--- src/rtl/alu_pkg.sv ---
// Shared encodings for the sequential ALU: opcode map, FSM states and the
// signed-overflow helper used by the ADD/SUB flag logic.
package alu_pkg;

  typedef enum logic [2:0] {
    OP_ADD  = 3'b000,
    OP_SUB  = 3'b001,
    OP_MUL  = 3'b010,
    OP_AND  = 3'b011,
    OP_OR   = 3'b100,
    OP_NAND = 3'b101,
    OP_NOR  = 3'b110,
    OP_XOR  = 3'b111
  } opcode_e;

  typedef enum logic [1:0] {
    ST_IDLE = 2'b00,
    ST_MUL  = 2'b01,
    ST_DONE = 2'b10
  } state_e;

  // Two's-complement overflow of a + b; for a - b pass the inverted b sign.
  function automatic logic add_ovf(input logic a_msb, input logic b_msb, input logic s_msb);
    return (a_msb == b_msb) && (s_msb != a_msb);
  endfunction

endpackage

--- src/rtl/alu_seq_mul.sv ---
// Iterative shift-add multiplier: one partial product per cycle, WIDTH steps.
// o_product is the accumulator value that the final step produces; valid while o_done.
module alu_seq_mul
  import alu_pkg::*;
#(
  parameter int WIDTH = 8
) (
  input  logic               clk,
  input  logic               rst_n,
  input  logic               i_start,
  input  logic [WIDTH-1:0]   i_a,
  input  logic [WIDTH-1:0]   i_b,
  output logic               o_done,
  output logic [2*WIDTH-1:0] o_product
);

  localparam int CNT_W = $clog2(WIDTH + 1);
  localparam logic [CNT_W-1:0] LAST_CNT = CNT_W'(WIDTH - 1);

  logic [2*WIDTH-1:0] r_mcand;
  logic [2*WIDTH-1:0] r_acc;
  logic [2*WIDTH-1:0] w_acc_nxt;
  logic [WIDTH-1:0]   r_mplier;
  logic [CNT_W-1:0]   r_cnt;
  logic               r_busy;

  assign w_acc_nxt = r_mplier[0] ? (r_acc + r_mcand) : r_acc;
  assign o_product = w_acc_nxt;
  assign o_done    = r_busy & (r_cnt == LAST_CNT);

  // Operand latch on start, then one shift-add step per cycle while busy.
  always_ff @(posedge clk or negedge rst_n) begin
    if (!rst_n) begin
      r_mcand  <= '0;
      r_mplier <= '0;
      r_acc    <= '0;
      r_cnt    <= '0;
      r_busy   <= 1'b0;
    end else if (i_start) begin
      r_mcand  <= {{WIDTH{1'b0}}, i_a};
      r_mplier <= i_b;
      r_acc    <= '0;
      r_cnt    <= '0;
      r_busy   <= 1'b1;
    end else if (r_busy) begin
      r_acc    <= w_acc_nxt;
      r_mcand  <= {r_mcand[2*WIDTH-2:0], 1'b0};
      r_mplier <= {1'b0, r_mplier[WIDTH-1:1]};
      r_cnt    <= r_cnt + {{(CNT_W-1){1'b0}}, 1'b1};
      r_busy   <= ~o_done;
    end
  end

endmodule

--- src/rtl/alu_seq.sv ---
// Registered ALU with valid/ready handshakes, one operation in flight.
// Define ALU_MUL_EN to build the iterative multiplier; without it MUL returns 0 with op_err.
module alu_seq
  import alu_pkg::*;
#(
  parameter int WIDTH = 8
) (
  input  logic               clk,
  input  logic               rst_n,
  input  logic               in_valid,
  output logic               in_ready,
  input  logic [2:0]         opcode,
  input  logic [WIDTH-1:0]   operand1,
  input  logic [WIDTH-1:0]   operand2,
  output logic               out_valid,
  input  logic               out_ready,
  output logic [2*WIDTH-1:0] result,
  output logic               flag_c,
  output logic               flag_z,
  output logic               flag_n,
  output logic               flag_v,
  output logic               op_err
);

  state_e             r_state;
  state_e             w_state_nxt;
  opcode_e            w_op;
  logic               w_accept;
  logic               w_mul_path;
  logic               w_mul_done;
  logic               w_load;
  logic [2*WIDTH-1:0] w_product;
  logic [2*WIDTH-1:0] w_res_nxt;
  logic [WIDTH:0]     w_sum;
  logic               w_c_nxt;
  logic               w_v_nxt;
  logic               w_n_nxt;
  logic               w_err_nxt;

  logic [2*WIDTH-1:0] r_result;
  logic               r_c;
  logic               r_z;
  logic               r_n;
  logic               r_v;
  logic               r_err;

  assign w_op     = opcode_e'(opcode);
  assign in_ready = (r_state == ST_IDLE) | ((r_state == ST_DONE) & out_ready);
  assign w_accept = in_valid & in_ready;

`ifdef ALU_MUL_EN
  logic w_mul_start;

  assign w_mul_path  = (w_op == OP_MUL);
  assign w_mul_start = w_accept & w_mul_path;

  alu_seq_mul #(.WIDTH(WIDTH)) u_mul (
    .clk       (clk),
    .rst_n     (rst_n),
    .i_start   (w_mul_start),
    .i_a       (operand1),
    .i_b       (operand2),
    .o_done    (w_mul_done),
    .o_product (w_product)
  );
`else
  assign w_mul_path = 1'b0;
  assign w_mul_done = 1'b0;
  assign w_product  = '0;
`endif

  // Single-cycle ops (and MUL without the multiplier) load on acceptance; MUL loads on its last step.
  assign w_load  = (w_accept & ~w_mul_path) | ((r_state == ST_MUL) & w_mul_done);
  assign w_n_nxt = (r_state == ST_MUL) ? w_res_nxt[2*WIDTH-1] : w_res_nxt[WIDTH-1];

  // Next-state decode, including back-to-back acceptance from DONE.
  always_comb begin
    w_state_nxt = r_state;
    case (r_state)
      ST_IDLE: begin
        if (w_accept) w_state_nxt = w_mul_path ? ST_MUL : ST_DONE;
        else          w_state_nxt = ST_IDLE;
      end
      ST_MUL: begin
        if (w_mul_done) w_state_nxt = ST_DONE;
        else            w_state_nxt = ST_MUL;
      end
      ST_DONE: begin
        if (w_accept)       w_state_nxt = w_mul_path ? ST_MUL : ST_DONE;
        else if (out_ready) w_state_nxt = ST_IDLE;
        else                w_state_nxt = ST_DONE;
      end
      default: w_state_nxt = ST_IDLE;
    endcase
  end

  // Result and carry/overflow for whatever is about to be loaded.
  always_comb begin
    w_sum     = '0;
    w_res_nxt = '0;
    w_c_nxt   = 1'b0;
    w_v_nxt   = 1'b0;
    w_err_nxt = 1'b0;
    if (r_state == ST_MUL) begin
      w_res_nxt = w_product;
    end else begin
      case (w_op)
        OP_ADD: begin
          w_sum     = {1'b0, operand1} + {1'b0, operand2};
          w_res_nxt = {{(WIDTH-1){1'b0}}, w_sum};
          w_c_nxt   = w_sum[WIDTH];
          w_v_nxt   = add_ovf(operand1[WIDTH-1], operand2[WIDTH-1], w_sum[WIDTH-1]);
        end
        OP_SUB: begin
          w_sum     = {1'b0, operand1} - {1'b0, operand2};
          w_res_nxt = {{(WIDTH-1){1'b0}}, w_sum};
          w_c_nxt   = w_sum[WIDTH];
          w_v_nxt   = add_ovf(operand1[WIDTH-1], ~operand2[WIDTH-1], w_sum[WIDTH-1]);
        end
`ifdef ALU_MUL_EN
        OP_MUL:  w_res_nxt = '0;
`else
        OP_MUL:  w_err_nxt = 1'b1;
`endif
        OP_AND:  w_res_nxt = {{WIDTH{1'b0}}, operand1 & operand2};
        OP_OR:   w_res_nxt = {{WIDTH{1'b0}}, operand1 | operand2};
        OP_NAND: w_res_nxt = {{WIDTH{1'b0}}, ~(operand1 & operand2)};
        OP_NOR:  w_res_nxt = {{WIDTH{1'b0}}, ~(operand1 | operand2)};
        OP_XOR:  w_res_nxt = {{WIDTH{1'b0}}, operand1 ^ operand2};
        default: w_res_nxt = '0;
      endcase
    end
  end

  // FSM state register.
  always_ff @(posedge clk or negedge rst_n) begin
    if (!rst_n) r_state <= ST_IDLE;
    else        r_state <= w_state_nxt;
  end

  // Result and flag registers, held until the next load.
  always_ff @(posedge clk or negedge rst_n) begin
    if (!rst_n) begin
      r_result <= '0;
      r_c      <= 1'b0;
      r_z      <= 1'b0;
      r_n      <= 1'b0;
      r_v      <= 1'b0;
      r_err    <= 1'b0;
    end else if (w_load) begin
      r_result <= w_res_nxt;
      r_c      <= w_c_nxt;
      r_z      <= (w_res_nxt == '0);
      r_n      <= w_n_nxt;
      r_v      <= w_v_nxt;
      r_err    <= w_err_nxt;
    end
  end

  assign out_valid = (r_state == ST_DONE);
  assign result    = r_result;
  assign flag_c    = r_c;
  assign flag_z    = r_z;
  assign flag_n    = r_n;
  assign flag_v    = r_v;
  assign op_err    = r_err;

endmodule

--- config.mk ---
export PLATFORM = sky130hd
export DESIGN_NAME = alu_seq
export DESIGN_NICKNAME = d
export VERILOG_FILES = /design/src/rtl/alu_pkg.sv /design/src/rtl/alu_seq_mul.sv /design/src/rtl/alu_seq.sv
export SDC_FILE = /design/constraint.sdc
export NUM_CORES = 1
export LEC_CHECK = 0
export ABC_AREA = 1
export BUFFER_PORTS_ARGS = -buffer_cell sky130_fd_sc_hd__clkbuf_2
export CORE_UTILIZATION = 50
export CTS_CLUSTER_SIZE = 16
export DETAILED_ROUTE_END_ITERATION = 8
export PLACE_DENSITY = 0.82
export RECOVER_POWER = 100
export SYNTH_ARGS = -nofsm -noshare
export SYNTH_HDL_FRONTEND = slang
export SYNTH_SLANG_ARGS = --single-unit
--- constraint.sdc ---
create_clock -name clk -period 1.3 [get_ports clk]
set_input_delay 0.26 -clock clk [delete_from_list [all_inputs] [get_ports clk]]
set_output_delay 0.26 -clock clk [all_outputs]
set_load 0.1 [all_outputs]
# Yosys cells after proc, flatten, opt, wreduce, memory -nomap -nowiden

Cells that the tools add are included.

Register bits: 23
Bits of input ports: 23
Output and inout bits: 23
Word-level logic and storage cells: 49

$add $sub $neg: 2
Equality and inequality tests: 13
Mux-type cells: 13
Bitwise operators: 9
Reductions and logical operators: 5

Operator list:

| operator                                      | count |
|---|---|
| one-hot mux 9 bit (7 select lines)            | 1 |
| logical NOT 16 bit                            | 1 |
| NOT 8 bit                                     | 2 |
| == test 3 bit, second input constant          | 4 |
| adder 8 x 8 -> 9 bit                          | 1 |
| 2-to-1 mux 9 bit                              | 1 |
| subtractor 8 x 8 -> 9 bit                     | 1 |
| bitwise AND 8 bit                             | 1 |
| bitwise OR 8 bit                              | 1 |
| XOR 8 bit                                     | 1 |
| == test 3 x 2 -> 1 bit, second input constant | 2 |
| 2-to-1 mux 2 bit                              | 3 |
| one-hot mux 2 bit (3 select lines)            | 1 |
| 2-to-1 mux 1 bit                              | 5 |
| one-hot mux 1 bit (2 select lines)            | 2 |
| == test 3 x 1 -> 1 bit, second input constant | 1 |
| logical NOT 3 bit                             | 1 |
| bitwise AND 1 bit                             | 2 |
| == test 1 bit                                 | 2 |
| == test 2 x 1 -> 1 bit, second input constant | 1 |
| == test 2 bit, second input constant          | 1 |
| logical AND 1 bit                             | 2 |
| logical NOT 2 bit                             | 1 |
| inequality test 1 bit                         | 2 |
| 2 further kinds                               | 2 |

# Logic depth before layout (Yosys ltp)

Word-level depth: 6
Depth in mapped cells: 14
Depth with buffers taken out: 13

# Worst setup path before layout

OpenSTA, ideal clock, no wires.

Path type: reg-to-reg
From: register r_state[1]
To: register r_z (netlist: flag_z)
Setup time: 0.068 ns
Arrival: 2.692 ns
Data required time: 1.232 ns
Slack: -1.459 ns
Cell stages (with the launch flop): 10
Path buffers: 0
Clock period less this slack: 2.759 ns
Cells stage by stage: dfrtp_1 > inv_1 > nor2_1 > nor2_1 > nand2_1 > clkinv_1 > nand3_1 > nor2_1 > nand4_1 > nand2_1

Word-level cells in the longest chain between the ends: 4
Elaborated cells between the ends (all ways): 8
Those cells by class: 2 x eq/ne; 1 x mux; 3 x bitwise; 2 x reduce/logical

Ends and longest elaborated chain:

| element                | line           | text |
|---|---|---|
| from (decl)            | alu_seq.sv:25  | `state_e r_state;` |
| from (signal assigned) | alu_seq.sv:138 | `else r_state <= w_state_nxt;` |
| == test 2 bit          | alu_seq.sv:48  | `assign in_ready = (r_state == ST_IDLE) \| ((r_state == ST_DONE) & out_ready);` |
| bitwise AND 1 bit      | alu_seq.sv:48  |  |
| bitwise OR 1 bit (*)   | alu_seq.sv:48  |  |
| net in_ready           | alu_seq.sv:11  | `output logic in_ready,` |
| bitwise AND 1 bit (*)  | alu_seq.sv:49  | `assign w_accept = in_valid & in_ready;` |
| to (signal assigned)   | alu_seq.sv:153 | `r_z <= (w_res_nxt == '0);` |
| to (decl)              | alu_seq.sv:42  | `logic r_z;` |

The timed path passes the listed nets; every way through them passes the cells marked *.
A chain may end at the register's enable or synchronous reset.

# Worst setup path in the final report

From: input port operand1[0]
To: register r_z (netlist: flag_z)

Word-level cells in the longest chain between the ends: 5
Elaborated cells between the ends (all ways): 10
Those cells by class: 2 x add/sub; 2 x mux; 5 x bitwise; 1 x reduce/logical

Ends and longest elaborated chain:

| element                                                           | line           | text |
|---|---|---|
| from (decl)                                                       | alu_seq.sv:13  | `input logic [WIDTH-1:0] operand1,` |
| branches (longest 2 deep; another with subtractor 8 x 8 -> 9 bit) | n/a            |  |
| one-hot mux 9 bit (7 select lines) (*)                            | alu_seq.sv:107 | `case (w_op)` |
| 2-to-1 mux 9 bit (*)                                              | alu_seq.sv:104 | `if (r_state == ST_MUL) begin` |
| logical NOT 16 bit (*)                                            | alu_seq.sv:153 |  |

Mark *: on every way between the ends.

==> flow_summary.toml <==
[status]
outcome = "complete, but fails checks"
failed_checks = "design-rule violations, negative setup slack"

[worst_setup_path]
critical_path_arrival_ns = 2.20
cp_slowest_stage_delay_ns = 0.43
critPathKind = "primary input to register"
path_max_fanout = 3
crit_buf_inv = 1
end_kind = "register"
cp.required_ns = 1.50
worstSetupStartpoint = "operand1[0]"
ff2ff_setup_slack_ns = -0.22
path_delay_family = "simple AND/OR/NAND/NOR gates"
cp_cell_sequence = "clkbuf_16 -> ha_2 -> fa_2 -> xnor2_1 -> nor2_1 -> nor2_2 -> nand2_2 -> nand2_4 -> nand3_4 -> nor2_2 -> nand4_1 -> nand2_2"
r2r-start = "r_state[0]"
crit_slowest_cell = "fa_2"
cp-start-kind = "primary input"

[clock_tree]
cts_tree = "yes"
cts_made_buffers = 3
clkTransAtPathRegs_ns = 0.07
cts_sinks = 15
clk_path_buf_depth = 2
clk_latency_ns = 0.26
clockRootBuffer = "clkbuf_8"
htree_num_levels = 1

[placement]
post_dp_cell_area_um2 = 3090
place_inst = 489
dp_hpwl_um = 5400
gp_congestion = 0.963
io_buffers = 38

[sta]
period_needed_ns = 2.01
rsz0062_at_grt = "yes"
fmax_mhz = 499
post-route-period-util_pct = 154
drv_slew = 0
fin_setup_tns_ns = -5.02
hold_violations = 0
setup_ws_ns = -0.705
skew_ns = 0.00227
setup_viol = 15

[cells_and_area]
multiInputGateArea_um2 = 1800
mostFrequentLayoutCell = "buf_4"
final_cell_mix = "buf_4, nand2_1, inv_1"
area_growth_pct = 71.4
seqCellArea_um2 = 379
antennaDiodeCount = 0
drive_gt1_share_pct = 49.2
layout.cells.non_filler = 505
fillerInstances = 98
fin_nets = 507
final_area_um2 = 3520

[synthesis]
synthesis.instances = 339
ys_types = 31
yosysWarnings = 0
ys_seq_area_share_pct = 18.2
yosys_register_bits = 15
synth_area_um2 = 2060
avgSynthCellArea_um2 = 6.07

[global_route]
grtUsageTotal_pct = 44.6
gr-total-overflow = 0
grt_pass1_wl_um = 14400
antenna_found_initial = 0
grt_max_degree = 16
grt_pass1_vias = 2949

[floorplan]
core_um2 = 3800
io-pin-count = 46
die_width_um = 66.1
die_y_um = 66.1
die_area_um2 = 4370
initial_core_util_pct = 54.2
core.rowCount = 22

[power]
cellPowerDensity_nw_per_um2 = 899
power.leakage_nw = 1.85
max-vdd-ir-drop_uv = 738

[route]
via_per_inst = 6.87
drt_wl_total_um = 12600
wl_per_cell_um = 25.0
dr.pass1.iters = 9
antenna_left = 0
drc_errors = 106
via_count = 3467
drt_iter0_drc = 801

[hold_path]
hp-start = "opcode[2]"
hold_path.class = "primary input to register"

[run]
cap_viol_max_count = 0
final cells by class:
| class | count | share of cell area (%) |
|---|---|---|
| multi-input combinational | 258 | 51.0 |
| timing repair buffer | 123 | 28.3 |
| sequential | 15 | 10.8 |
| inverter | 57 | 6.92 |
| tap | 48 | 1.70 |
| clock buffer | 3 | 1.17 |
| clock inverter | 1 | 0.142 |
worst reg2reg max path: cells and delay by family (launching register included):
family                 cells  cell delay (ns)
and+or+nand+nor            3             0.48
DFF                        1             0.49
buffers and inverters      3             0.43
power by group:
part	switching, mW	internal [mW]	total, mW	leakage [nW]
registers	0.0518	0.531	0.583	0.191
logic	1.49	0.676	2.16	1.64
clock network	0.210	0.213	0.423	0.0255
total	1.75	1.42	3.17	1.85
logic make-up (layout without fill, tap and decap cells):
logic type,after synthesis,in the layout,share of synthesized area (%)
buffers and inverters,72,184,15.2
adders and majority gates,26,26,16.5
DFF,15,15,18.2
other,1,7,0.182
and+or+nand+nor,190,190,39.4
xor gates and xnor gates,2,2,0.852
muxes,1,1,0.487
AOI/OAI and AO/OA,32,32,9.06
flip-flops by register name, indices dropped and copies added (netlist names):
register / cells
flag_c: 1
flag_n: 1
flag_v: 1
flag_z: 1
op_err: 1
r_state: 2
result: 8
metrics by stage:
| stage | worst slack (ns) | utilization [%] | power (mW) | hold WS, ns |
|---|---|---|---|---|
| final | -0.705 | 92.8 | 3.17 | 0.321 |
| after CTS | -0.347 | 88.2 | 2.89 | 0.304 |
| after global placement | -0.634 | 81.3 | 2.36 | 0.182 |
| after floorplan | -0.366 | - | 1.69 | -0.0356 |
| after global routing | -0.644 | 92.8 | 3.24 | 0.331 |
| after detailed placement | -0.735 | 81.3 | 2.40 | 0.191 |
path summary, 6_finish.rpt:
path                                   end  cells past startpoint
worst max-delay path                flag_z                     12
worst min-delay path                op_err                      2
worst max register to register   result[6]                      6
worst min register to register   result[4]                      2
max in group asynchronous           flag_n                      2
min in group asynchronous       r_state[1]                      2
what timing repair did:
item,4_1_cts,5_1_grt
gates resized for setup,36,86
setup buffers,4,8
pin swaps,17,29
endpoints found under the setup margin,14,15
cloned,0,0
hold endpoints to repair,15,0
hold buffers,1,0
cell usage after synthesis:
master    number  area [um2]
nand2_1      102         383
inv_1         52         195
nand3_1       41         205
nor2_1        33         124
ha_1          24         300
dfrtp_1       15         375
o21ai_0       11        55.1
buf_4         10        75.1
a21oi_1        8        40.0
nand4_1        8        50.1
buf_2          4        20.0
inv_2          4        15.0
o211ai_1       4        30.0
o22ai_1        3        18.8
fa_1           2        40.0
nand3b_1       2        15.0
o21bai_1       2        15.0
a31oi_1        1        6.26
clkbuf_1       1        3.75
clkinv_1       1        3.75
conb_1         1        3.75
mux2i_1        1        10.0
nor2_2         1        6.26
nor3_1         1        5.00
nor3_4         1        16.3
o21a_1         1        7.51
o21ai_1        1        5.00
o41ai_1        1        8.76
or2_2          1        6.26
xnor2_1        1        8.76
xor2_1         1        8.76
metal layers:
layer  track usage, %  share of wire (%)
met4             29.8                 14
met3             17.8                 15
met2             72.6                 40
met1             47.1                 31
met5                0                  0
(Power assumes the default switching activity.)
